`config.mk`:
```
export PLATFORM = sky130hd
export DESIGN_NAME = axi_bus_arbiter
export DESIGN_NICKNAME = d
export VERILOG_FILES = /design/src/rtl/axi_bus_arbiter.sv
export SDC_FILE = /design/constraint.sdc
export NUM_CORES = 1
export LEC_CHECK = 0
export CORE_AREA = 2 2 119 121
export DETAILED_ROUTE_END_ITERATION = 10
export DIE_AREA = 0 0 121 123
export PLACE_DENSITY = 0.68
export SLEW_MARGIN = 20
export SYNTH_ARGS = -nofsm -noshare
export SYNTH_HDL_FRONTEND = slang
export SYNTH_SLANG_ARGS = --single-unit
export TNS_END_PERCENT = 100
```
`constraint.sdc`:
```
create_clock -name clk -period 5.5 [get_ports clk]
set_clock_uncertainty 0.15 [all_clocks]
set_input_delay 1.65 -clock clk [delete_from_list [all_inputs] [get_ports clk]]
set_output_delay 1.65 -clock clk [all_outputs]
set_load 0.03 [all_outputs]
```
`src/rtl/axi_bus_arbiter.sv`:
```
`timescale 1ns/1ps
// axi_bus_arbiter
// Shares one simple a/b-channel slave bus between two masters (m0, m1).
// One transaction is granted at a time in round-robin order; the response is
// routed back to the owning master, and a timeout error response is produced
// if the slave does not answer within TIMEOUT cycles of the address handshake.
//
// Ports
//   clk, rst                  : clock, synchronous active-high reset
//   mN_avalid/aready          : master N request handshake
//   mN_awe/aaddr/adata/astrb  : master N request fields (word address [31:2])
//   mN_bvalid/bdata/berr      : master N response pulse, read data, timeout flag
//   s_avalid/aready           : slave request handshake
//   s_awe/aaddr/adata/astrb   : slave request fields (muxed from the owner)
//   s_bvalid/bdata            : slave response pulse and read data
module axi_bus_arbiter #(
    parameter int unsigned TIMEOUT  = 1024,
    parameter logic [31:0] ERR_DATA = 32'hDEADBEEF
) (
    input  logic        clk,
    input  logic        rst,
    input  logic        m0_avalid,
    output logic        m0_aready,
    input  logic        m0_awe,
    input  logic [31:2] m0_aaddr,
    input  logic [31:0] m0_adata,
    input  logic [3:0]  m0_astrb,
    output logic        m0_bvalid,
    output logic [31:0] m0_bdata,
    output logic        m0_berr,
    input  logic        m1_avalid,
    output logic        m1_aready,
    input  logic        m1_awe,
    input  logic [31:2] m1_aaddr,
    input  logic [31:0] m1_adata,
    input  logic [3:0]  m1_astrb,
    output logic        m1_bvalid,
    output logic [31:0] m1_bdata,
    output logic        m1_berr,
    output logic        s_avalid,
    input  logic        s_aready,
    output logic        s_awe,
    output logic [31:2] s_aaddr,
    output logic [31:0] s_adata,
    output logic [3:0]  s_astrb,
    input  logic        s_bvalid,
    input  logic [31:0] s_bdata
);

    typedef enum logic [1:0] {
        ST_IDLE = 2'd0,
        ST_ADDR = 2'd1,
        ST_WAIT = 2'd2
    } state_t;

    // TIMEOUT == 0 disables the timeout; TCNT_LAST is then never used.
    localparam bit          TO_EN     = (TIMEOUT != 32'd0);
    localparam logic [15:0] TCNT_LAST = 16'(TIMEOUT - 32'd1);

    state_t      r_state;
    state_t      w_state_nxt;
    logic        r_owner;
    logic        w_owner_nxt;
    logic        r_last;
    logic        w_last_nxt;
    logic [15:0] r_tcnt;
    logic [15:0] w_tcnt_nxt;

    logic        w_own_avalid;
    logic        w_timeout;
    logic        w_resp;
    logic [31:0] w_rsp_data;
    logic        w_rsp_err;

    assign w_own_avalid = r_owner ? m1_avalid : m0_avalid;
    assign w_timeout    = TO_EN && (r_tcnt == TCNT_LAST);
    // A real slave response always wins over a coincident timeout.
    assign w_resp       = s_bvalid || w_timeout;
    assign w_rsp_data   = s_bvalid ? s_bdata : ERR_DATA;
    assign w_rsp_err    = ~s_bvalid;

    // State register: FSM state, owner, round-robin history and timeout counter.
    always_ff @(posedge clk) begin
        if (rst) begin
            r_state <= ST_IDLE;
            r_owner <= 1'b0;
            r_last  <= 1'b1;
            r_tcnt  <= 16'd0;
        end else begin
            r_state <= w_state_nxt;
            r_owner <= w_owner_nxt;
            r_last  <= w_last_nxt;
            r_tcnt  <= w_tcnt_nxt;
        end
    end

    // Next-state logic: arbitration in IDLE, handshake in ADDR, response/timeout in WAIT.
    always_comb begin
        w_state_nxt = r_state;
        w_owner_nxt = r_owner;
        w_last_nxt  = r_last;
        w_tcnt_nxt  = r_tcnt;
        case (r_state)
            ST_IDLE: begin
                if (m0_avalid && m1_avalid) begin
                    // Tie: the master not served last time wins.
                    w_owner_nxt = ~r_last;
                    w_state_nxt = ST_ADDR;
                end else if (m0_avalid || m1_avalid) begin
                    w_owner_nxt = m1_avalid;
                    w_state_nxt = ST_ADDR;
                end else begin
                    w_state_nxt = ST_IDLE;
                end
            end
            ST_ADDR: begin
                if (!w_own_avalid) begin
                    // Owner withdrew its request: abandon without touching r_last.
                    w_state_nxt = ST_IDLE;
                end else if (s_aready) begin
                    w_state_nxt = ST_WAIT;
                    w_tcnt_nxt  = 16'd0;
                    w_last_nxt  = r_owner;
                end else begin
                    w_state_nxt = ST_ADDR;
                end
            end
            ST_WAIT: begin
                if (w_resp) begin
                    w_state_nxt = ST_IDLE;
                end else begin
                    w_tcnt_nxt = r_tcnt + 16'd1;
                end
            end
            default: begin
                w_state_nxt = ST_IDLE;
            end
        endcase
    end

    // Output logic: request mux toward the slave and response routing to the owner.
    always_comb begin
        m0_aready = 1'b0;
        m1_aready = 1'b0;
        m0_bvalid = 1'b0;
        m1_bvalid = 1'b0;
        m0_bdata  = 32'd0;
        m1_bdata  = 32'd0;
        m0_berr   = 1'b0;
        m1_berr   = 1'b0;
        s_avalid  = 1'b0;
        s_awe     = 1'b0;
        s_aaddr   = 30'd0;
        s_adata   = 32'd0;
        s_astrb   = 4'd0;
        case (r_state)
            ST_ADDR: begin
                s_avalid = w_own_avalid;
                if (r_owner) begin
                    s_awe     = m1_awe;
                    s_aaddr   = m1_aaddr;
                    s_adata   = m1_adata;
                    s_astrb   = m1_astrb;
                    m1_aready = s_aready;
                end else begin
                    s_awe     = m0_awe;
                    s_aaddr   = m0_aaddr;
                    s_adata   = m0_adata;
                    s_astrb   = m0_astrb;
                    m0_aready = s_aready;
                end
            end
            ST_WAIT: begin
                if (w_resp && r_owner) begin
                    m1_bvalid = 1'b1;
                    m1_bdata  = w_rsp_data;
                    m1_berr   = w_rsp_err;
                end else if (w_resp) begin
                    m0_bvalid = 1'b1;
                    m0_bdata  = w_rsp_data;
                    m0_berr   = w_rsp_err;
                end else begin
                    s_avalid = 1'b0;
                end
            end
            default: begin
                s_avalid = 1'b0;
            end
        endcase
    end

endmodule
```
# --- Yosys cells after proc, flatten, opt, wreduce, memory -nomap -nowiden ---
# Index checks and enable logic that the tools add are counted.
classes:
  addsub: 1
  n_eq_ne: 7
  muxes: 42
  bitwise_logic: 2
  reduce_logical: 10
ops:
  columns: ["cell", "count"]
  rows:
  - ["2-to-1 mux 32 bit", 8]
  - ["2-to-1 mux 30 bit", 2]
  - ["2-to-1 mux 16 bit", 3]
  - ["one-hot mux 16 bit (2 select lines)", 1]
  - ["2-to-1 mux 1 bit", 22]
  - ["adder 16 x 1 -> 16 bit (second input constant)", 1]
  - ["equality test 16 x 10 -> 1 bit (second input constant)", 1]
  - ["2-to-1 mux 4 bit", 2]
  - ["inequality test 2 bit (second input constant)", 4]
  - ["2-to-1 mux 2 bit", 3]
  - ["one-hot mux 2 bit (3 select lines)", 1]
  - ["AND reduction 4 bit", 1]
  - ["nonzero test 2 bit", 2]
  - ["AND reduction 3 bit", 1]
  - ["equality test 2 x 1 -> 1 bit (second input constant)", 1]
  - ["equality test 2 bit (second input constant)", 1]
  - ["logical AND 1 bit", 2]
  - ["logical NOT 2 bit", 1]
  - ["logical OR 1 bit", 2]
  - ["NOT 1 bit", 2]
  - ["AND reduction 2 bit", 1]
totals:
  register_bits: 20
  input_bits: 172
  output_inout_bits: 138
  word_cells: 66

# --- Longest topological paths before layout ---
# Gate-level depths: netlist (run 1).
depth:
  word_depth: 5
  ltp_mapped: 8
  depth_no_buf: 6

# --- Worst setup path before layout (run 1) ---
# Ideal clock, no wire load.
synth_path:
  path_kind: "input to output"
  from: "input port s_bvalid"
  to: "output port m0_bdata[10]"
  arrival_time_ns: 2.716
  required_time_ns: 3.700
  path_slack_ns: 0.984
  path_stages: 5
  n_path_buf: 2
  path_cell_list: "nor2_2 or3_1 buf_6 buf_8 nor2_1"
synth_via:
  elab_chain_len: 4
  elab_cells_between_ends: 6
  cone_classes: "4 x mux; 2 x reduce/logical"
synth_lines:
  columns: ["element", "line_no", "source"]
  rows:
  - ["start: declaration", "46", "input logic s_bvalid,"]
  - ["2-to-1 mux 32 bit or logical OR 1 bit (tied branches)", "79, 78", null]
  - ["2-to-1 mux 32 bit or logical AND 1 bit (tied branches)", "178, 174", null]
  - ["2-to-1 mux 32 bit (*)", "174", "if (w_resp && r_owner) begin"]
  - ["2-to-1 mux 32 bit (*)", "156", "case (r_state)"]
  - ["end: declaration", "29", "output logic [31:0] m0_bdata,"]
# Mark *: on every way between the ends. The rest lies on a longest branch, timed or not.

# --- Worst setup path after layout (run 1) ---
layout_path:
  from: "input port s_bvalid"
  to: "output port m0_bdata[18]"
# The elaborated chain is that of the path after synthesis.

==> out/metrics.csv, run 1 <==
metric,value,unit
initial DRC count,144,
max cap viols,0,
gr usage total,17.2,%
total power,0.000752,W
Critical Path Start Type,primary input,
Synth Area in Compound Gates,9.65,%
chip width,121,um
fin nets,856,
clock sink count,20,
post-synthesis sequential area ratio,15.1,%
via count,3946,
clock latency on the worst-skew pair,260,ps
"Max FO, Critical Path",25,
share of cells above drive strength 1,13.2,%
unrepaired setup endpoints after global routing,no,
top post-synthesis cells by count,"134 x nor2_1, 68 x mux2i_1, 27 x nor2b_1",
Leak,2.31,nW
Worst-path clk slew,60,ps
sequential cell area,404,sq um
largest family of logic cells by synthesized area,simple AND/OR/NAND/NOR gates,
setup_tns,0,ps
"FF+latch count, synth",20,
port bufs,309,
crit share post-route,94.0,%
multiplexer share of the synthesized area,25.6,%
Final Hold Fails,0,
worst rel slew slack,47.5,%
vias per cell,4.58,
Post-synth EDFFs,0,
antenna-violating nets left,0,
Reg-to-Reg End,r_tcnt[7],
r2r worst-path depth,5,
CTS tree,yes,
Peak VDD IR,0.0670,mV
status,"finished, final reports clean",
DRC,0,
Slew Limit Fails,0,
WHS Path Cells,2,
area occupied by multi-input gates,0.00207,sq mm
first-pass GRT wire length,19800,um
class of the worst hold path,reg2reg,
Ports,310,
setup ws final,328,ps
Main synth FF type,dfxtp_1,
Yosys warning count,0,
drt wl/cell,16.5,um
Non-Filler Instances,862,
top-area cell type share of the netlist area,25.6,%
Final setup viols,0,
area delta synth->final,119,%
actual slew at the worst max-slew pin,788,ps
cts repair resizes,0,
Max Freq,193,MHz
ys async rst share,0,%
Hold Path Sink,r_tcnt[1],
drt first pass iters,4,
crit end category,output pin,
setup slack at placement,298,ps
Synth area leaders,"mux2i_1 26%, nor2_1 19%, dfxtp_1 15%",
syn nets,565,
vias in the first global route,3755,
DP Cell Count,858,
ANT cells,0,
"count leader, synth",nor2_1,
post-synthesis simple-gate area fraction,41.9,%
Filler cells,1389,
H-tree levels,1,
number of buffers created by CTS,3,
std cell rows,43,
Yosys top cell by area,mux2i_1,
Final HPWL DP,12200,um
antenna violations before repair,0,
WS Path Type,in2out,
Post-Route WL,14200,um
reg2reg start,r_owner,
Root Buffer,clkbuf_16,
post-synthesis cell type count,46,
power per cell area,129,mW/mm^2
cell count after synthesis,392,
Hold Crit Start,r_tcnt[1],
Hold Buf Count CTS,0,
Worst Path Required,3700,ps
R2R setup slack,2770,ps
core area,0.0136,sq mm
Adder-Cell Fraction of Synth Area,0.471,%
# Post-CTS Setup Buffers,0,
Post-Syn Area,0.00266,sq mm
gr ovfl total,0,
maximum clock insertion buffer count,2,
area of the die,0.0149,sq mm
GPL Wtd Cong,0.835,
crit path DAT,3370,ps
Die Y,123,um
effective utilization at floorplan,19.5,%
Syn Area/Cell,6.78,sq um
fin crit period,5170,ps
Post-Synth XOR/XNOR Area,0,%
largest net degree at the start of global routing,47,
-- worst max-delay path by stage --
stage | startpoint | to | cells after the start
finish | s_bvalid | m0_bdata[18] | 5
floorplan | s_bvalid | m0_bdata[10] | 5
CTS | s_bvalid | m0_bdata[18] | 5
global route | s_bvalid | m0_bdata[18] | 5
global placement | s_bvalid | m0_bdata[18] | 5
detailed placement | s_bvalid | m0_bdata[18] | 5
-- layout make-up --
class	instances	area share (%)
clock buffer	4	1.53
inverter	3	0.194
multi-input combinational	340	35.5
tap	180	3.87
timing repair buffer	315	51.9
sequential	20	6.95
-- metrics by stage --
stage               cell area [sq um]  util (%)  hold slack, ps
finish                           5810      42.7             364
global route                     5810      42.7             384
CTS                              5810      42.7             361
detailed placement               5720      42.1             354
global placement                 5720      42.1             326
floorplan                        2660         -             305
-- critical path, cell delays in order --
cell             delay [ps]
clkdlybuf4s50_1         500
nor2_2                   60
or3_1                   680
nor2_1                  320
buf_12                  160
-- cell families after synthesis --
| group | Yosys count |
|---|---|
| AOI/OAI and AO/OA | 39 |
| muxes | 68 |
| adders and majority gates | 1 |
| buffers and inverters | 32 |
| DFF | 20 |
| and+or+nand+nor | 232 |
-- metal layers --
layer | global-route usage (%) | wire length [um] | vias up
met1 | 18.6 | 5300 | 1783
met2 | 33.5 | 7540 | 233
met5 | 0 | 0 | -
li1 | - | - | 1917
met4 | 4.43 | 213 | 0
met3 | 3.74 | 1180 | 13
-- flip-flops by register name, indices dropped and copies added (netlist names) --
| signal | flops |
|---|---|
| r_last | 1 |
| r_state | 2 |
| r_owner | 1 |
| r_tcnt | 16 |
-- layout by cell type (no fill, tap or decap), types with 3 or more instances in the layout --
cell type        instances
clkbuf_16                3
a21oi_1                  4
and3_1                   4
or3_1                    5
nor3_1                   4
nand4_1                  4
dfxtp_1                 19
mux2i_1                 68
o31ai_1                  4
clkdlybuf4s50_1        241
and3_2                   3
a31oi_1                  5
inv_1                    3
nand3_1                  4
buf_12                   4
o21ai_0                 15
nor2_1                 134
buf_4                   70
nor2b_1                 27
nand2_1                 15
and2_1                  16
-- report_power, final --
group / total [W] / switching, W / internal [W]
sequential: 0.000160 / 0.0000132 / 0.000147
combinational: 0.000424 / 0.000200 / 0.000224
clock: 0.000168 / 0.0000565 / 0.000111
total: 0.000752 / 0.000270 / 0.000482
(Power assumes the default switching activity.)
==> run 2, diff against run 1 <==
--- a/config.mk
+++ b/config.mk
@@ -8,6 +8,7 @@
 export CORE_AREA = 2 2 119 121
 export DETAILED_ROUTE_END_ITERATION = 10
 export DIE_AREA = 0 0 121 123
+export HOLD_SLACK_MARGIN = 0.08
 export PLACE_DENSITY = 0.68
 export SLEW_MARGIN = 20
 export SYNTH_ARGS = -nofsm -noshare
==> results of run 2 <==
Same layout as run 1: the final DEF is identical, and so are final timing and power.
==> RTL change, RTL diff (settings of run 1) <==
Encoding of `state_t`: now one-hot (3 bits for 3 states).
--- a/src/rtl/axi_bus_arbiter.sv
+++ b/src/rtl/axi_bus_arbiter.sv
@@ -49,6 +49,6 @@
 
-    typedef enum logic [1:0] {
-        ST_IDLE = 2'd0,
-        ST_ADDR = 2'd1,
-        ST_WAIT = 2'd2
+    typedef enum logic [2:0] {
+        ST_IDLE = 3'b001,
+        ST_ADDR = 3'b010,
+        ST_WAIT = 3'b100
     } state_t;
Behaviour: no difference found for any inputs over 4 cycles, from zero or initial values and one cycle with rst high; so few cycles prove little.
==> RTL change against run 1 <==
  * Sequential power is 6% higher
  * Largest cell class unchanged
  * Worst setup slack worse by 0.040 ns
  * Critical endpoint is now m1_bdata[1]
  * Global-route usage decreased by 1.7 points
  * Total power fell by 20%
  * Area after synthesis is 6.4% lower
  * Sequential share of layout area grew 0.53 points
  * First-iteration DRC count decreased by 33%
  * Hold slack worse by 0.010 ns
  * Wire length fell by 9.6%
  * Cell area fell by 2.5%
  * Sequential cell count is 1 higher
  * Register-to-register slack worse by 0.02 ns
  * Critical path type unchanged
==> RTL change: results (changes against run 1) <==
- Status: finished clean
- Data arrival, critical path: 3.41 ns (+0.04 ns)
- Root Buffer: clkbuf_16
- M2 GR Usage: 28.4% (-5.2 points)
- Setup TNS Final: 0 ns (unchanged)
- Peak supply drop: 0.0955 mV (+42%)
- Final hold viol count: 0 (unchanged)
- Detailed Place HPWL: 10,900 um (-11%)
- CTS clk-pin slew, worst paths: 0.06 ns (about the same)
- WL per Instance: 14.8 um (-10%)
- RD Place Congestion: 0.754 (-9.7%)
- Global Route Usage Sum: 15.5% (-1.7 points)
- Register area share after synthesis: 16.9% (+1.8 points)
- Ys flop type: dfxtp_1
- Setup WS pre-CTS: 0.279 ns (-0.0192 ns)
- Dominant cells by area after synthesis: mux2i_1 (27%), nor2_1 (23%), dfxtp_1 (17%)
- TritonCTS buffer count: 3 (unchanged)
- Post-DRT Antenna Nets: 0 (unchanged)
- Clock latency on the worst-skew pair: 0.26 ns (about the same)
- Initial drt markers: 97 (-33%)
- HP Class: reg -> reg
- Reg2reg start: r_owner
- Lkg Pwr: 2.25 nW (-2.8%)
- Met3 global-route usage: 4.57% (+0.83 points)
- Registers with the most flip-flops: r_tcnt: 16 flops, r_state: 3 flops
- Area of placed instances: 5590 um2 (-2.4%)
- Post-synthesis cell count: 392 (unchanged)
- Grt met1 use: 17.9% (-0.70 points)
- First-pass GRT wire length: 18,500 um (-6.5%)
- Worst R2R Setup Slack: 2.75 ns (-0.02 ns)
- CTS Hold Bufs: 0 (unchanged)
- Unique masters post-synth: 35 (-24%)
- Share of layout cells above drive strength 1: 12.0% (-1.2 points)
- Vias in the first global route: 3,523 (-6.2%)
- Via-to-Cell Ratio: 4.33 (-5.3%)
- Largest net degree at the start of global routing: 55 (+17%)
- Synth top cells by count: nor2_1 (153), mux2i_1 (68), nand2_1 (26), a21oi_1 (22), dfxtp_1 (21)
- Setup crit start: s_bvalid
- Fmax: 0.192 GHz (-0.76%)
- Post-Place Cells: 861 (+0.35%)
- Worst-margin pin slew: 0.862 ns (+0.0744 ns)
- Filler Cell Count: 1,435 (+3.3%)
- Via count: 3,754 (-4.9%)
- Register with the most flip-flops: r_tcnt
- Clk buf depth: 2 (unchanged)
- Initial antenna violation count: 1 (+1)
- Synth Warn #: 0 (unchanged)
- Crit path to: m1_bdata[1]
- Worst R2R Path Depth: 5 (unchanged)
- RR Endpoint: r_tcnt[1]
- Post-CTS Setup Inserts: 0 (unchanged)
[RTL change: layout make-up]
cell class	count	area [um2]	area share (%)
multi-input cells	339	1930	34.0
clock inverters	1	5.00	0.0883
repair buffers	315	2990	52.6
well taps	180	225	3.97
clock buffers	3	75.1	1.32
inverters	6	22.5	0.397
flip-flops and latches	21	424	7.48
diodes	1	2.50	0.0441
[RTL change: how the worst min path moves through the flow]
stage / startpoint / depth (start not counted) / to / slack (ns)
floorplan: r_tcnt[15] / 2 / r_tcnt[15] / 0.30
global placement: r_tcnt[15] / 2 / r_tcnt[15] / 0.32
detailed placement: r_tcnt[15] / 2 / r_tcnt[15] / 0.32
CTS: r_tcnt[14] / 2 / r_tcnt[14] / 0.36
global route: r_tcnt[1] / 2 / r_tcnt[1] / 0.37
finish: r_tcnt[14] / 2 / r_tcnt[14] / 0.35
[RTL change: layer usage]
layer	wire, um	vias to the layer above
met5	0	-
met4	134	0
met3	1390	9
met2	6470	203
met1	4860	1641
li1	-	1901
[RTL change: critical path, stage by stage]
cell and delay, ns:
clkdlybuf4s50_1 0.54, clkinv_1 0.11, o41a_1 0.18, or2_2 0.52
nor2_1 0.25, buf_12 0.15
[RTL change: logic make-up (layout without fill, tap and decap cells)]
kind of cell | Yosys count | after routing | synth area share (%)
xor gates and xnor gates | 1 | 1 | 0.352
DFF | 21 | 21 | 16.9
AOI/OAI and AO/OA | 41 | 41 | 9.66
other | 0 | 1 | 0
adders and majority gates | 1 | 1 | 0.503
muxes | 69 | 69 | 27.8
and+or+nand+nor | 227 | 227 | 39.2
buffers and inverters | 32 | 325 | 5.58
[RTL change: report_power, final]
group / internal (mW) / switching [mW] / leakage [nW]
combinational: 0.172 / 0.105 / 2.04
sequential: 0.154 / 0.0144 / 0.171
clock: 0.0978 / 0.0594 / 0.0409
total: 0.425 / 0.179 / 2.25
